==> config.mk <==
export PLATFORM = sky130hd
export DESIGN_NAME = bus_cycle_unit_flat
export DESIGN_NICKNAME = d
export VERILOG_FILES = /design/src/rtl/bus_cycle_if.sv /design/src/rtl/bus_cycle_unit.sv /design/src/flat_wrapper.sv
export SDC_FILE = /design/constraint.sdc
export NUM_CORES = 1
export LEC_CHECK = 0
export ABC_CLOCK_PERIOD_IN_PS = 6650
export BUFFER_PORTS_ARGS = -buffer_cell sky130_fd_sc_hd__clkbuf_2
export CAP_MARGIN = 20
export CORE_MARGIN = 8
export CORE_UTILIZATION = 55
export DETAILED_ROUTE_END_ITERATION = 16
export GPL_TIMING_DRIVEN = 0
export PLACE_DENSITY = 0.89
export SYNTH_ARGS = -nofsm -noshare
export SYNTH_HDL_FRONTEND = slang
export SYNTH_SLANG_ARGS = --single-unit
==> constraint.sdc <==
create_clock -name clkdbi -period 6.65 [get_ports clkdbi]
set_clock_uncertainty 0.2 [all_clocks]
set_input_delay 1.33 -clock clkdbi [delete_from_list [all_inputs] [get_ports clkdbi]]
set_output_delay 1.33 -clock clkdbi [all_outputs]
set_load 0.01 [all_outputs]
==> src/rtl/bus_cycle_if.sv <==
// Handshake and bus signal bundle for bus_cycle_unit.
// The master modport is the bus cycle unit itself, which drives the bus strobes.
// The slave modport is the environment: the control unit, the datapath and the bus slave.
interface bus_cycle_if;
  logic        cedbi;
  logic        req_rd;
  logic        req_wr;
  logic        req_byte;
  logic [15:0] dba;
  logic [15:0] dbo;
  logic [15:0] dbi;
  logic        din_active;
  logic        busy;
  logic        done;
  logic        buserr;
  logic [15:0] ad_o;
  logic [15:0] ad_i;
  logic        ad_oe;
  logic        sync;
  logic        din;
  logic        dout;
  logic        wtbt;
  logic        rply;

  modport master (
    input  cedbi, req_rd, req_wr, req_byte, dba, dbo, ad_i, rply,
    output dbi, din_active, busy, done, buserr, ad_o, ad_oe, sync, din, dout, wtbt
  );

  modport slave (
    output cedbi, req_rd, req_wr, req_byte, dba, dbo, ad_i, rply,
    input  dbi, din_active, busy, done, buserr, ad_o, ad_oe, sync, din, dout, wtbt
  );
endinterface

==> src/rtl/bus_cycle_unit.sv <==
// bus_cycle_unit: runs one SYNC/DIN/DOUT/WTBT/RPLY handshake bus cycle per
// accepted request. It returns read data on dbi, and it reports a missing or
// stuck RPLY as a one-cycle buserr pulse. All outputs are registered, and every
// output except the synchronizer advances only on cedbi.
module bus_cycle_unit #(
  parameter int TIMEOUT_CYCLES = 64,
  parameter int ADDR_SETUP     = 1
) (
  input logic         clkdbi,
  input logic         reset_n,
  bus_cycle_if.master bus
);

  localparam logic [7:0] SETUP_LAST   = 8'(ADDR_SETUP - 1);
  localparam logic [7:0] TIMEOUT_LAST = 8'(TIMEOUT_CYCLES - 1);

  typedef enum logic [2:0] {
    ST_IDLE = 3'd0,
    ST_ADDR = 3'd1,
    ST_DATA = 3'd2,
    ST_END  = 3'd3,
    ST_ERR  = 3'd4
  } state_t;

  state_t      state_r, state_s;
  logic [7:0]  cnt_r, cnt_s;
  logic [15:0] addr_r, addr_s;
  logic [15:0] data_r, data_s;
  logic        byte_r, byte_s;
  logic        rd_r, rd_s;

  logic [1:0]  rply_sync_r;
  logic        rply_s;

  logic [15:0] dbi_r, dbi_s;
  logic [15:0] ad_o_r, ad_o_s;
  logic        din_active_r, din_active_s;
  logic        busy_r, busy_s;
  logic        done_r, done_s;
  logic        buserr_r, buserr_s;
  logic        ad_oe_r, ad_oe_s;
  logic        sync_r, sync_s;
  logic        din_r, din_s;
  logic        dout_r, dout_s;
  logic        wtbt_r, wtbt_s;

  assign rply_s = rply_sync_r[1];

  // Two-flop synchronizer for the asynchronous reply; samples on every edge, ignoring cedbi.
  always_ff @(posedge clkdbi or negedge reset_n) begin
    if (!reset_n) begin
      rply_sync_r <= 2'b00;
    end else begin
      rply_sync_r <= {rply_sync_r[0], bus.rply};
    end
  end

  // State register, shared setup/timeout counter and the request latches.
  always_ff @(posedge clkdbi or negedge reset_n) begin
    if (!reset_n) begin
      state_r <= ST_IDLE;
      cnt_r   <= 8'd0;
      addr_r  <= 16'd0;
      data_r  <= 16'd0;
      byte_r  <= 1'b0;
      rd_r    <= 1'b0;
    end else if (bus.cedbi) begin
      state_r <= state_s;
      cnt_r   <= cnt_s;
      addr_r  <= addr_s;
      data_r  <= data_s;
      byte_r  <= byte_s;
      rd_r    <= rd_s;
    end
  end

  // Next-state logic. An exit on reply takes priority over a timeout on the same edge.
  always_comb begin
    state_s = state_r;
    cnt_s   = cnt_r;
    addr_s  = addr_r;
    data_s  = data_r;
    byte_s  = byte_r;
    rd_s    = rd_r;
    case (state_r)
      ST_IDLE: begin
        if (bus.req_rd || bus.req_wr) begin
          state_s = ST_ADDR;
          cnt_s   = 8'd0;
          addr_s  = bus.dba;
          data_s  = bus.dbo;
          byte_s  = bus.req_byte;
          rd_s    = bus.req_rd;
        end else begin
          state_s = ST_IDLE;
        end
      end
      ST_ADDR: begin
        if (cnt_r == SETUP_LAST) begin
          state_s = ST_DATA;
          cnt_s   = 8'd0;
        end else begin
          cnt_s   = cnt_r + 8'd1;
        end
      end
      ST_DATA: begin
        cnt_s = cnt_r + 8'd1;
        if (rply_s) begin
          state_s = ST_END;
        end else if (cnt_r == TIMEOUT_LAST) begin
          state_s = ST_ERR;
        end else begin
          state_s = ST_DATA;
        end
      end
      ST_END: begin
        cnt_s = cnt_r + 8'd1;
        if (!rply_s) begin
          state_s = ST_IDLE;
        end else if (cnt_r == TIMEOUT_LAST) begin
          state_s = ST_ERR;
        end else begin
          state_s = ST_END;
        end
      end
      ST_ERR: begin
        state_s = ST_IDLE;
      end
      default: begin
        state_s = ST_IDLE;
      end
    endcase
  end

  // Output values for the coming state. These are registered so that the strobes change on the transition edge.
  always_comb begin
    sync_s       = 1'b0;
    din_s        = 1'b0;
    dout_s       = 1'b0;
    wtbt_s       = 1'b0;
    ad_oe_s      = 1'b0;
    ad_o_s       = ad_o_r;
    done_s       = 1'b0;
    buserr_s     = 1'b0;
    din_active_s = 1'b0;
    busy_s       = (state_s != ST_IDLE);
    if ((state_r == ST_DATA) && (state_s == ST_END) && rd_r) begin
      if (byte_r) begin
        dbi_s = {8'h00, (addr_r[0] ? bus.ad_i[15:8] : bus.ad_i[7:0])};
      end else begin
        dbi_s = bus.ad_i;
      end
    end else begin
      dbi_s = dbi_r;
    end
    case (state_s)
      ST_ADDR: begin
        sync_s  = 1'b1;
        ad_oe_s = 1'b1;
        ad_o_s  = addr_s;
        wtbt_s  = ~rd_s;
      end
      ST_DATA: begin
        sync_s = 1'b1;
        if (rd_s) begin
          din_s = 1'b1;
        end else begin
          dout_s  = 1'b1;
          ad_oe_s = 1'b1;
          wtbt_s  = byte_s;
          ad_o_s  = (byte_s && addr_s[0]) ? {data_s[7:0], data_s[7:0]} : data_s;
        end
      end
      ST_END: begin
        sync_s = 1'b1;
      end
      ST_ERR: begin
        buserr_s = 1'b1;
      end
      ST_IDLE: begin
        if (state_r == ST_END) begin
          done_s       = 1'b1;
          din_active_s = rd_r;
          busy_s       = 1'b1;
        end else begin
          done_s       = 1'b0;
        end
      end
      default: begin
        busy_s = 1'b0;
      end
    endcase
  end

  // Output registers. They hold while cedbi is low, and reset drops every strobe at once.
  always_ff @(posedge clkdbi or negedge reset_n) begin
    if (!reset_n) begin
      dbi_r        <= 16'd0;
      ad_o_r       <= 16'd0;
      din_active_r <= 1'b0;
      busy_r       <= 1'b0;
      done_r       <= 1'b0;
      buserr_r     <= 1'b0;
      ad_oe_r      <= 1'b0;
      sync_r       <= 1'b0;
      din_r        <= 1'b0;
      dout_r       <= 1'b0;
      wtbt_r       <= 1'b0;
    end else if (bus.cedbi) begin
      dbi_r        <= dbi_s;
      ad_o_r       <= ad_o_s;
      din_active_r <= din_active_s;
      busy_r       <= busy_s;
      done_r       <= done_s;
      buserr_r     <= buserr_s;
      ad_oe_r      <= ad_oe_s;
      sync_r       <= sync_s;
      din_r        <= din_s;
      dout_r       <= dout_s;
      wtbt_r       <= wtbt_s;
    end
  end

  assign bus.dbi        = dbi_r;
  assign bus.ad_o       = ad_o_r;
  assign bus.din_active = din_active_r;
  assign bus.busy       = busy_r;
  assign bus.done       = done_r;
  assign bus.buserr     = buserr_r;
  assign bus.ad_oe      = ad_oe_r;
  assign bus.sync       = sync_r;
  assign bus.din        = din_r;
  assign bus.dout       = dout_r;
  assign bus.wtbt       = wtbt_r;

endmodule

==> src/flat_wrapper.sv <==
// flat-port wrapper written by rule: the top's interface ports become plain ports
module bus_cycle_unit_flat 
#(
  parameter int TIMEOUT_CYCLES = 64,
  parameter int ADDR_SETUP     = 1
)
  (clkdbi, reset_n, bus_cedbi, bus_req_rd, bus_req_wr, bus_req_byte, bus_dba, bus_dbo, bus_ad_i, bus_rply, bus_dbi, bus_din_active, bus_busy, bus_done, bus_buserr, bus_ad_o, bus_ad_oe, bus_sync, bus_din, bus_dout, bus_wtbt);
  bus_cycle_if bus_i ();
  input logic clkdbi;
  input logic reset_n;
  input wire logic [$bits(bus_i.cedbi)-1:0] bus_cedbi;
  input wire logic [$bits(bus_i.req_rd)-1:0] bus_req_rd;
  input wire logic [$bits(bus_i.req_wr)-1:0] bus_req_wr;
  input wire logic [$bits(bus_i.req_byte)-1:0] bus_req_byte;
  input wire logic [$bits(bus_i.dba)-1:0] bus_dba;
  input wire logic [$bits(bus_i.dbo)-1:0] bus_dbo;
  input wire logic [$bits(bus_i.ad_i)-1:0] bus_ad_i;
  input wire logic [$bits(bus_i.rply)-1:0] bus_rply;
  output wire logic [$bits(bus_i.dbi)-1:0] bus_dbi;
  output wire logic [$bits(bus_i.din_active)-1:0] bus_din_active;
  output wire logic [$bits(bus_i.busy)-1:0] bus_busy;
  output wire logic [$bits(bus_i.done)-1:0] bus_done;
  output wire logic [$bits(bus_i.buserr)-1:0] bus_buserr;
  output wire logic [$bits(bus_i.ad_o)-1:0] bus_ad_o;
  output wire logic [$bits(bus_i.ad_oe)-1:0] bus_ad_oe;
  output wire logic [$bits(bus_i.sync)-1:0] bus_sync;
  output wire logic [$bits(bus_i.din)-1:0] bus_din;
  output wire logic [$bits(bus_i.dout)-1:0] bus_dout;
  output wire logic [$bits(bus_i.wtbt)-1:0] bus_wtbt;
  assign bus_i.cedbi = bus_cedbi;
  assign bus_i.req_rd = bus_req_rd;
  assign bus_i.req_wr = bus_req_wr;
  assign bus_i.req_byte = bus_req_byte;
  assign bus_i.dba = bus_dba;
  assign bus_i.dbo = bus_dbo;
  assign bus_i.ad_i = bus_ad_i;
  assign bus_i.rply = bus_rply;
  assign bus_dbi = bus_i.dbi;
  assign bus_din_active = bus_i.din_active;
  assign bus_busy = bus_i.busy;
  assign bus_done = bus_i.done;
  assign bus_buserr = bus_i.buserr;
  assign bus_ad_o = bus_i.ad_o;
  assign bus_ad_oe = bus_i.ad_oe;
  assign bus_sync = bus_i.sync;
  assign bus_din = bus_i.din;
  assign bus_dout = bus_i.dout;
  assign bus_wtbt = bus_i.wtbt;
  bus_cycle_unit #(.TIMEOUT_CYCLES(TIMEOUT_CYCLES), .ADDR_SETUP(ADDR_SETUP)) u_core (.clkdbi(clkdbi), .reset_n(reset_n), .bus(bus_i));
endmodule
# --- Yosys cells after proc, flatten, opt, wreduce, memory -nomap -nowiden ---
# Index checks and enable logic that the tools add are counted.
op_classes:
  reduce_logical: 16
  bitwise_logic: 1
  magnitude_cmp: 0
  addsub: 1
  n_div: 0
  n_mul: 0
  eq_ne: 10
  shift: 0
  muxes: 38
op_table:
  columns: ["op", "count"]
  rows:
  - ["$mux 16", 7]
  - ["$pmux 16 s2", 1]
  - ["$mux 8", 3]
  - ["$pmux 8 s3", 1]
  - ["$mux 1", 17]
  - ["$mux 3", 5]
  - ["$eq 3x2->1 const B", 4]
  - ["$pmux 3 s4", 1]
  - ["$add 8x1->8 const B", 1]
  - ["$eq 8x6->1 const B", 1]
  - ["$logic_not 8->1", 1]
  - ["$eq 3x1->1 const B", 2]
  - ["$logic_not 3->1", 2]
  - ["$pmux 1 s2", 3]
  - ["$reduce_and 3->1", 2]
  - ["$reduce_bool 3->1", 2]
  - ["$reduce_or 4->1", 1]
  - ["$eq 3x3->1 const B", 1]
  - ["$logic_and 1x1->1", 3]
  - ["$reduce_or 3->1", 1]
  - ["$ne 2x1->1 const B", 1]
  - ["$ne 2x2->1 const B", 1]
  - ["$reduce_and 2->1", 1]
  - ["$reduce_bool 2->1", 1]
  - ["other kinds (3)", 3]
totals:
  elab_cells: 84
  memories: 0
  out_inout_bits: 41
  reg_bits: 88
  latch_bits: 0
  rom_bits: 0
  in_bits: 55
  ram_bits: 0

# --- Logic depth before layout (Yosys ltp) ---
# Gate-level depths: netlist (run 1).
depth:
  word_depth: 8
  depth_mapped: 9
  ltp_nobuf: 8

# --- Worst setup path after synthesis (run 1) ---
# OpenSTA, ideal clock, no wires.
synth_path:
  kind: "in2reg"
  from: "input bus_req_wr"
  to: "register u_core.ad_o_r[10] (netlist: u_core.bus.ad_o[10])"
  path_slack_ns: 3.677
  required_ns: 6.386
  arrival_time_ns: 2.709
  cell_stages: 5
  path_cell_list: "o21a_1 mux2i_1 mux2_2 mux2i_1 mux2_4"
synth_via:
  elab_chain_len: 7
  elab_cells_between_ends: 20
  classes_between: "eq/ne (3); mux (13); reduce/logical (4)"
synth_lines:
  columns: ["element", "line", "text"]
  rows:
  - ["start, declared", "flat_wrapper.sv:13", "input wire logic [$bits(bus_i.req_wr)-1:0] bus_req_wr;"]
  - ["$logic_or 1x1->1 *", "bus_cycle_unit.sv:87", "if (bus.req_rd || bus.req_wr) begin"]
  - ["branches (longest 6 deep; another with $pmux 3 s4)", null, null]
  - ["end signal, assigned", "bus_cycle_unit.sv:211", "ad_o_r <= ad_o_s;"]
  - ["end, declared", "bus_cycle_unit.sv:36", "logic [15:0] ad_o_r, ad_o_s;"]
# Mark *: on every way between the ends. The select of a mux whose other input is x is not followed.
# A chain may end at the register's enable or synchronous reset.

# --- Worst setup path after layout (run 1) ---
layout_path:
  from: "input bus_req_wr"
  to: "register u_core.ad_o_r[14] (netlist: u_core.bus.ad_o[14])"
# Same word-level chain as after synthesis.

==> results of run 1 <==
sequential cells by signal (all words and copies together), names as in the netlist:
| register | count |
|---|---|
| u_core.bus.din_active | 1 |
| u_core.bus.buserr | 1 |
| u_core.bus.din | 1 |
| u_core.byte_r | 1 |
| u_core.rply_sync_r | 2 |
| u_core.bus.sync | 1 |
| u_core.bus.done | 1 |
| u_core.bus.wtbt | 1 |
| u_core.bus.ad_oe | 1 |
| u_core.cnt_r | 8 |
| u_core.bus.ad_o | 16 |
| u_core.data_r | 16 |
| u_core.bus.dout | 1 |
| u_core.state_r | 3 |
| u_core.bus.busy | 1 |
| u_core.bus.dbi | 16 |
| u_core.rd_r | 1 |
| u_core.addr_r | 16 |
per-layer routing:
layer | vias to the layer above | track usage
li1 | 1541 | -
met1 | 1605 | 0.237
met2 | 112 | 0.321
met3 | 23 | 0.0438
met4 | 0 | 0.0864
met5 | - | 0
power groups by stage:
stage | Sequential, W | Combinational, W | Clock (W)
global route | 0.000876 | 0.000971 | 0.000385
finish | 0.000855 | 0.000887 | 0.000360
floorplan | 0.000884 | 0.000579 | 0
global placement | 0.000848 | 0.000850 | 0
CTS | 0.000853 | 0.000901 | 0.000367
detailed placement | 0.000862 | 0.000897 | 0
cells by family (layout without fill, tap and decap cells):
kind of cell / Yosys count / after routing / synth area share
buffers and inverters: 27 / 138 / 0.0337
AOI/OAI and AO/OA: 54 / 54 / 0.0848
xor gates and xnor gates: 1 / 1 / 0.00198
and+or+nand+nor: 93 / 93 / 0.111
adders and majority gates: 2 / 2 / 0.00567
muxes: 107 / 107 / 0.264
DFF: 88 / 88 / 0.499
per-stage QoR:
| step | hold slack (ns) | cell area (µm²) | power [W] |
|---|---|---|---|
| after CTS | 0.155 | 5240 | 0.00212 |
| after global routing | 0.158 | 5240 | 0.00223 |
| after detailed placement | 0.136 | 5050 | 0.00176 |
| final | 0.151 | 5240 | 0.00210 |
| after global placement | 0.136 | 5020 | 0.00170 |
| after floorplan | 0.131 | 4410 | 0.00146 |
worst max path at each step:
| stage | from | endpoint | slack, ns | depth (start not counted) |
|---|---|---|---|---|
| 2_1_floorplan | bus_req_wr | u_core.bus.ad_o[10] | 3.68 | 5 |
| 3_3_place_gp | reset_n | u_core.addr_r[12] | 3.12 | 1 |
| 3_5_place_dp | bus_req_wr | u_core.bus.ad_o[14] | 3.15 | 6 |
| 4_1_cts | bus_req_wr | u_core.bus.ad_o[14] | 3.49 | 6 |
| 5_1_grt | bus_req_wr | u_core.bus.ad_o[14] | 3.40 | 6 |
| 6_report | bus_req_wr | u_core.bus.ad_o[14] | 3.47 | 6 |
cell type report:
cell class	count	area, µm²
inverter	8	30.0
buffer	19	119
multi-input combinational	257	2060
clock buffer	12	145
fill	608	2530
timing repair buffer	96	505
tap	102	128
clock inverter	3	42.5
sequential	88	2200
critical path: stages:
cell and delay, ns:
clkbuf_2 0.11, o21a_1 0.25, mux2i_1 0.80, mux2_2 0.41, mux2i_1 0.18, mux2_4 0.18
placed cells by master, fill, tap and decap left out, types with 8 or more instances in the layout:
cell and n:
inv_1 8, nand2_1 32, nor2_1 23, nand3b_1 8, clkbuf_1 12, mux2_4 9, dfrtp_1 88, clkbuf_8 10
a21oi_1 13, mux2_2 40, mux2i_1 58, o21ai_0 23, clkbuf_2 94
==> impl_metrics.ini, run 1 <==
[worst_hold_path]
hold_class = flop to flop
min_path_cells = 0
hold_path_end = u_core.rply_sync_r[1]
hp-start = u_core.rply_sync_r[0]

[global_routing]
grt_pass1_vias = 3541
gr-total-overflow = 0
grt_max_degree = 53
grt_util_all_layers = 0.194
antenna_found_initial = 0
grt_pass1_wl_um = 17500

[drt]
wl_um = 10600
routedWlPerCell_um = 18.1
top_layer_used = met4
viasPerCell = 5.61
drt-pass1-iter-count = 6
wl_met1_um = 4540
num_vias = 3281
drc = 0
dr_wl_met3_um = 622
met2_length_um = 5140
ant_nets = 0
drt_iter0_drc = 136

[floorplan]
io_pins = 96
die_y_um = 106
core_area_mm2 = 0.00777
rows = 32
die_area_mm2 = 0.0111
initial_utilization = 0.568
die_w_um = 106

[sta]
slew_violations = 0
fin_crit_ns = 3.18
setup_viol = 0
maxSlewHeadroom = 0.368
max_freq_ghz = 0.314
rsz0062_at_grt = no
finalHoldViolCount = 0
tightest_slew_ns = 0.921
finalCritPeriodShare = 0.478
fin_tns_setup_ns = 0
setup_slack_ns = 3.47

[power_and_ir_drop]
swShare = 0.348
ir_worst_vdd_v = 0.000208
clockPowerShare = 0.171
p_leak_nw = 2.54
seq_power_share = 0.406
p_int_w = 0.00137
p_switching_w = 0.000732
powerDensity_mw_per_mm2 = 402
combinationalPowerShare = 0.422

[synth]
ys_seq_area_frac = 0.499
synth-main-ff-cell = dfrtp_1
synth_seq_cells = 88
synth_async_sr_flop_share = 1.00
synth_common_cells = 88 x dfrtp_1, 58 x mux2i_1, 40 x mux2_2, 32 x nand2_1
synth_area_leaders = dfrtp_1 50%, mux2i_1 13%, mux2_2 10%
yosysWarnings = 0
synth.top_cell.area_share = 0.499
syn_nets = 429
synth_area_mm2 = 0.00441
syn-instance-count = 372
ys_types = 45
postSynthAreaPerCell_um2 = 11.9
synthMostInstantiatedCell = dfrtp_1
yosysTopAreaCell = dfrtp_1
synth_edf_count = 0

[clocking]
clockBufferDepth = 2
cts_setup_buffers = 0
hold_buffers = 0
cts_resized = 0
clock_sinks = 88
h-tree-depth = 3
clock_latency_ns = 0.35
cts_buffers = 9
clk_pin_slew_ns = 0.08
cts_tree = done
ctsRootBufferMaster = clkbuf_8

[worst_setup_path]
crit_type = primary input to flop
worstPathRequired_ns = 6.75
r2r-start = u_core.state_r[0]
start_kind = primary input
cp_max_fo = 8
r2r_setup_slack_ns = 3.73
end_kind = flop
reg2reg_depth = 7
r2r-end = u_core.bus.ad_o[14]
cp_data_arrival_time_ns = 3.28

[cells_and_area]
final_nets = 536
layout.cells.non_filler = 585
antennaDiodeCount = 0
drive_gt1_frac = 0.371
syn2layout_area_growth_pct = 18.6
post-route-util = 0.674

[place]
dpl.cell_count = 570
pre_cts_ws_ns = 3.15
dp_hpwl_um = 8030
io_buffers = 95
gp_congestion = 0.782

[job]
drv_cap = 0

[outcome]
outcome = finished, final reports clean
Note: power is estimated with default switching activity, not from simulation.
==> run 2, diff against run 1 <==
Settings changed: ABC_CLOCK_PERIOD_IN_PS 6650 to 2700, CORE_UTILIZATION 55 to 49, PLACE_DENSITY 0.89 to 0.84.
Clock period 6.65 ns to 2.7 ns, I/O delays scaled along.
==> impl_metrics.ini, run 2 (synthesized netlist as in run 1, its figures left out) <==
[power_and_ir_drop]
p_leak_nw = 2.64
p_int_w = 0.00363
clockPowerShare = 0.206
seq_power_share = 0.379
powerDensity_mw_per_mm2 = 1020
p_switching_w = 0.00191
ir_worst_vdd_v = 0.000609
power_w = 0.00553
swShare = 0.344
combinationalPowerShare = 0.415

[sta]
slew_violations = 0
finalCritPeriodShare = 0.969
setup_slack_ns = 0.0841
fin_tns_setup_ns = 0
maxSlewHeadroom = 0.618
max_freq_ghz = 0.382
setup_viol = 0
fin_crit_ns = 2.62
tightest_slew_ns = 0.571
finalHoldViolCount = 0

[floorplan]
io_pins = 96
die_area_mm2 = 0.0123
initial_utilization = 0.506
die_y_um = 111
rows = 34
core_area_mm2 = 0.00872
die_w_um = 111

[worst_setup_path]
cp_data_arrival_time_ns = 2.66
critical-path-top-delay-family = simple AND/OR/NAND/NOR gates
crit_type = flop to flop
critPathSlowestCell = dfrtp_1
worstPathRequired_ns = 2.75
start_kind = flop
path_cells = inv_1 > ha_1 > nor4b_4 > nand2_1 > o211ai_4 > nor3b_4 > o31ai_4 > buf_4 > buf_6 > mux2_4
reg2reg_depth = 10
cp.depth = 10
cp_max_fo = 5
end_kind = flop
path_buf_inv = 3
slowest_delay_ns = 0.43

[place]
pre_cts_ws_ns = -0.259
gp_congestion = 0.826
io_buffers = 95
dp_hpwl_um = 7910
post_dp_cell_area_mm2 = 0.00505
dpl.cell_count = 576

[global_routing]
grt_max_degree = 61
grt_pass1_wl_um = 17500
grt_use_met3 = 0.0536
gr-usage-met2 = 0.287
grt_util_all_layers = 0.174
grt_pass1_vias = 3546
gr-max-usage-layer = met2
grtUsageMet1 = 0.204
gr-total-overflow = 0
antenna_found_initial = 0

[cells_and_area]
final_common_cell = clkbuf_2
drive_gt1_frac = 0.398
final_cell_mix = 94 x clkbuf_2, 88 x dfrtp_1, 57 x mux2i_1
antennaDiodeCount = 0
syn2layout_area_growth_pct = 23.0
layout.cells.non_filler = 600
register_area_mm2 = 0.00220
final_nets = 544
final_cell_area_mm2 = 0.00543
multiInputGateArea_mm2 = 0.00212
fill_cells = 684

[clocking]
cts_buffers = 9
cts_tree = done
h-tree-depth = 3
clockBufferDepth = 2
clock_sinks = 88
clock_latency_ns = 0.37
clk_pin_slew_ns = 0.09
ctsRootBufferMaster = clkbuf_8

[drt]
drt-pass1-iter-count = 4
drt_iter0_drc = 209
num_vias = 3287
ant_nets = 0
drc = 0
routedWlPerCell_um = 18.1
viasPerCell = 5.48
wl_um = 10800

[worst_hold_path]
min_path_cells = 1
hold_class = primary input to flop

[job]
drv_cap = 0

[outcome]
outcome = finished, final reports clean
-- run 2: cell count changes in the layout (fill, tap and decap cells not counted), sizes merged --
cell,previous run,this run
bufinv,1,3
clkbuf,117,114
inv,8,11
buf,10,17
dlygate4sd3,0,1
clkinvlp,1,0
-- run 2: per-stage QoR --
| step | util | hold slack, ns |
|---|---|---|
| after detailed placement | 0.580 | 0.135 |
| after global placement | 0.576 | 0.135 |
| after global routing | 0.623 | 0.0666 |
| after floorplan | - | 0.0444 |
| final | 0.623 | 0.0806 |
| after CTS | 0.612 | 0.0695 |
-- run 2: repair_timing --
item,CTS,global route
endpoints found under the setup margin,18,16
gates cloned,0,1
buffers inserted,1,5
pin swaps,1,2
gates resized for setup,3,11
hold buffers,1,0
hold endpoints to repair,28,0
-- run 2: area by class of cell --
| class | instances | area share |
|---|---|---|
| tap | 108 | 0.0249 |
| multi-input combinational | 257 | 0.391 |
| clock inverter | 7 | 0.0230 |
| buffer | 19 | 0.0219 |
| timing repair buffer | 104 | 0.105 |
| clock buffer | 9 | 0.0228 |
| sequential | 88 | 0.406 |
| inverter | 8 | 0.00553 |
-- run 2: path summary, 6_finish.rpt --
kind	startpoint	endpoint	slack, ns
min reg2reg	u_core.rply_sync_r[0]	u_core.rply_sync_r[1]	0.16
max reg2reg	u_core.cnt_r[0]	u_core.bus.ad_o[15]	0.08
min	bus_rply	u_core.rply_sync_r[0]	0.08
max	u_core.cnt_r[0]	u_core.bus.ad_o[15]	0.08
min in group asynchronous	reset_n	u_core.addr_r[13]	0.46
max in group asynchronous	reset_n	u_core.bus.dbi[14]	1.20
-- run 2: layer usage --
layer	part of all wire	up-vias
met5	0	-
met4	0.019	0
met3	0.076	18
met2	0.49	101
met1	0.42	1601
li1	-	1567
-- run 2: power by group through the flow --
stage | Combinational [W] | Sequential (W) | Clock, W
floorplan | 0.00142 | 0.00218 | 0
global placement | 0.00211 | 0.00208 | 0
detailed placement | 0.00220 | 0.00211 | 0
CTS | 0.00223 | 0.00209 | 0.00115
global route | 0.00250 | 0.00215 | 0.00120
finish | 0.00230 | 0.00210 | 0.00114
==> run 3, diff against run 2 <==
Settings changed: ABC_AREA set to 1, HOLD_SLACK_MARGIN set to 0.08.
==> impl_metrics.ini, run 3 <==
[worst_hold_path]
hold_class = flop to flop
min_path_cells = 0
hp-start = u_core.rply_sync_r[0]

[cells_and_area]
final_common_cell = nand2_1
final_nets = 755
drive_gt1_frac = 0.205
post-route-util = 0.590
antennaDiodeCount = 0
fill_cells = 819
final_cell_mix = 212 x nand2_1, 93 x clkbuf_2, 88 x dfrtp_1
layout.cells.non_filler = 814
syn2layout_area_growth_pct = 18.9

[synth]
ys_types = 30
synth_area_mm2 = 0.00450
synth_edf_count = 0
synth_area_leaders = dfrtp_1 49%, nand2_1 18%, o21ai_0 5.5%
postSynthAreaPerCell_um2 = 7.62
synthMostInstantiatedCell = nand2_1
synth.top_cell.area_share = 0.490
yosysWarnings = 0
yosysTopAreaCell = dfrtp_1
synth_seq_cells = 88
ys_seq_area_frac = 0.490
synth_async_sr_flop_share = 1.00
synth-main-ff-cell = dfrtp_1
synth_common_cells = 212 x nand2_1, 88 x dfrtp_1, 49 x o21ai_0, 48 x inv_1, 47 x nand3_1
syn_nets = 647
syn-instance-count = 590

[worst_setup_path]
r2r-start = u_core.state_r[2]
crit_start = u_core.state_r[2]
crit_type = flop to flop
worstPathRequired_ns = 2.80
cp_data_arrival_time_ns = 2.43
cp_max_fo = 10
reg2reg_depth = 12
end_kind = flop
start_kind = flop

[place]
dp_hpwl_um = 9510
io_buffers = 94
gp_congestion = 0.875
dpl.cell_count = 796

[global_routing]
grt_util_all_layers = 0.207
gr-total-overflow = 0
grt_max_degree = 48
antenna_found_initial = 0
grt_pass1_vias = 4371
grt_pass1_wl_um = 21100

[sta]
slew_violations = 0
max_freq_ghz = 0.428
maxSlewHeadroom = 0.583
fin_tns_setup_ns = 0
setup_viol = 0
rsz0062_at_grt = no
finalCritPeriodShare = 0.865
finalHoldViolCount = 0
fin_crit_ns = 2.34
tightest_slew_ns = 0.626

[clocking]
cts_setup_buffers = 0
clock_sinks = 88
cts_buffers = 9
h-tree-depth = 3
clockBufferDepth = 2
clk_pin_slew_ns = 0.09
ctsRootBufferMaster = clkbuf_8
cts_tree = done
clock_latency_ns = 0.36

[floorplan]
io_pins = 96
die_y_um = 112
die_w_um = 112
initial_utilization = 0.496
die_area_mm2 = 0.0125
rows = 35
core_area_mm2 = 0.00906

[drt]
num_vias = 4411
ant_nets = 0
drt_iter0_drc = 367
viasPerCell = 5.42
drt-pass1-iter-count = 5
wl_um = 12400
drc = 0
routedWlPerCell_um = 15.2

[power_and_ir_drop]
power_w = 0.00576
p_leak_nw = 2.84
powerDensity_mw_per_mm2 = 1080
clockPowerShare = 0.154
ir_worst_vdd_v = 0.000426
swShare = 0.451
p_int_w = 0.00316
seq_power_share = 0.362
p_switching_w = 0.00260
combinationalPowerShare = 0.484

[outcome]
outcome = finished, final reports clean

[job]
drv_cap = 0
-- run 3: changes by cell type after synthesis, sizes merged, moves of 18 or more --
cell and delta:
a31oi +18, inv +47, mux2 -49, mux2i -58, nand2 +185, nand3 +46, o21ai +34
-- run 3: cells by family (layout without fill, tap and decap cells) --
| kind of cell | count (synthesis) | count (layout) | synth area share |
|---|---|---|---|
| compound gates | 93 | 93 | 0.114 |
| buf+inv | 82 | 195 | 0.0760 |
| flops | 88 | 88 | 0.490 |
| xor+xnor | 1 | 1 | 0.00195 |
| simple gates | 324 | 324 | 0.313 |
| fa+ha+maj | 2 | 2 | 0.00557 |
-- run 3: layout make-up --
cell class                 count  area, µm²  share of cell area
multi-input combinational    420       1950               0.365
tap                          111        139              0.0260
buffer                        27        135              0.0253
clock inverter                 5       38.8             0.00726
sequential                    88       2200               0.412
clock buffer                  11        151              0.0283
timing repair buffer          97        520              0.0974
inverter                      55        206              0.0386
-- run 3: per-stage QoR --
stage                     area (µm²)  setup slack [ns]  hold slack (ns)
after global placement          5100           -0.0727            0.135
after global routing            5350             0.180            0.173
after CTS                       5350             0.414            0.164
after detailed placement        5130             0.242            0.145
after floorplan                 4500             0.700           0.0444
final                           5350             0.364            0.170
-- run 3: worst max-delay path, stage by stage, from the launching register on --
cell and delay, ns:
dfrtp_1 0.49, nor2_4 0.21, nand2_1 0.13, nor2_2 0.26, buf_2 0.27, nand2_1 0.13
nand2_1 0.11, nand3_1 0.07, nand2_1 0.08, nand2_1 0.05, nand2_1 0.08, nand3_1 0.09
nand2_1 0.09
-- run 3: power by group through the flow --
stage                     combinational [W]  clock (W)  sequential (W)
after detailed placement            0.00276          0         0.00211
after CTS                           0.00278   0.000897         0.00208
after global routing                0.00316   0.000959         0.00214
after floorplan                     0.00180          0         0.00218
final                               0.00279   0.000885         0.00209
after global placement              0.00265          0         0.00208
-- run 3: layer usage --
metal / share of wire / GRT usage
met1: 0.42 / 0.266
met4: 0.014 / 0.0656
met3: 0.089 / 0.0519
met2: 0.48 / 0.334
met5: 0 / 0
-- run 3: path summary, 6_finish.rpt --
kind | to | slack, ns
max | u_core.bus.ad_o[15] | 0.36
min reg2reg | u_core.rply_sync_r[1] | 0.17
min | u_core.rply_sync_r[1] | 0.17
max reg2reg | u_core.bus.ad_o[15] | 0.36
min in group asynchronous | u_core.cnt_r[3] | 0.56
max in group asynchronous | u_core.addr_r[0] | 1.10
-- run 3: repair_timing --
| item | CTS | global route |
|---|---|---|
| resized for setup | 0 | 0 |
| hold endpoints to repair | 42 | 0 |
| hold buffers | 2 | 0 |
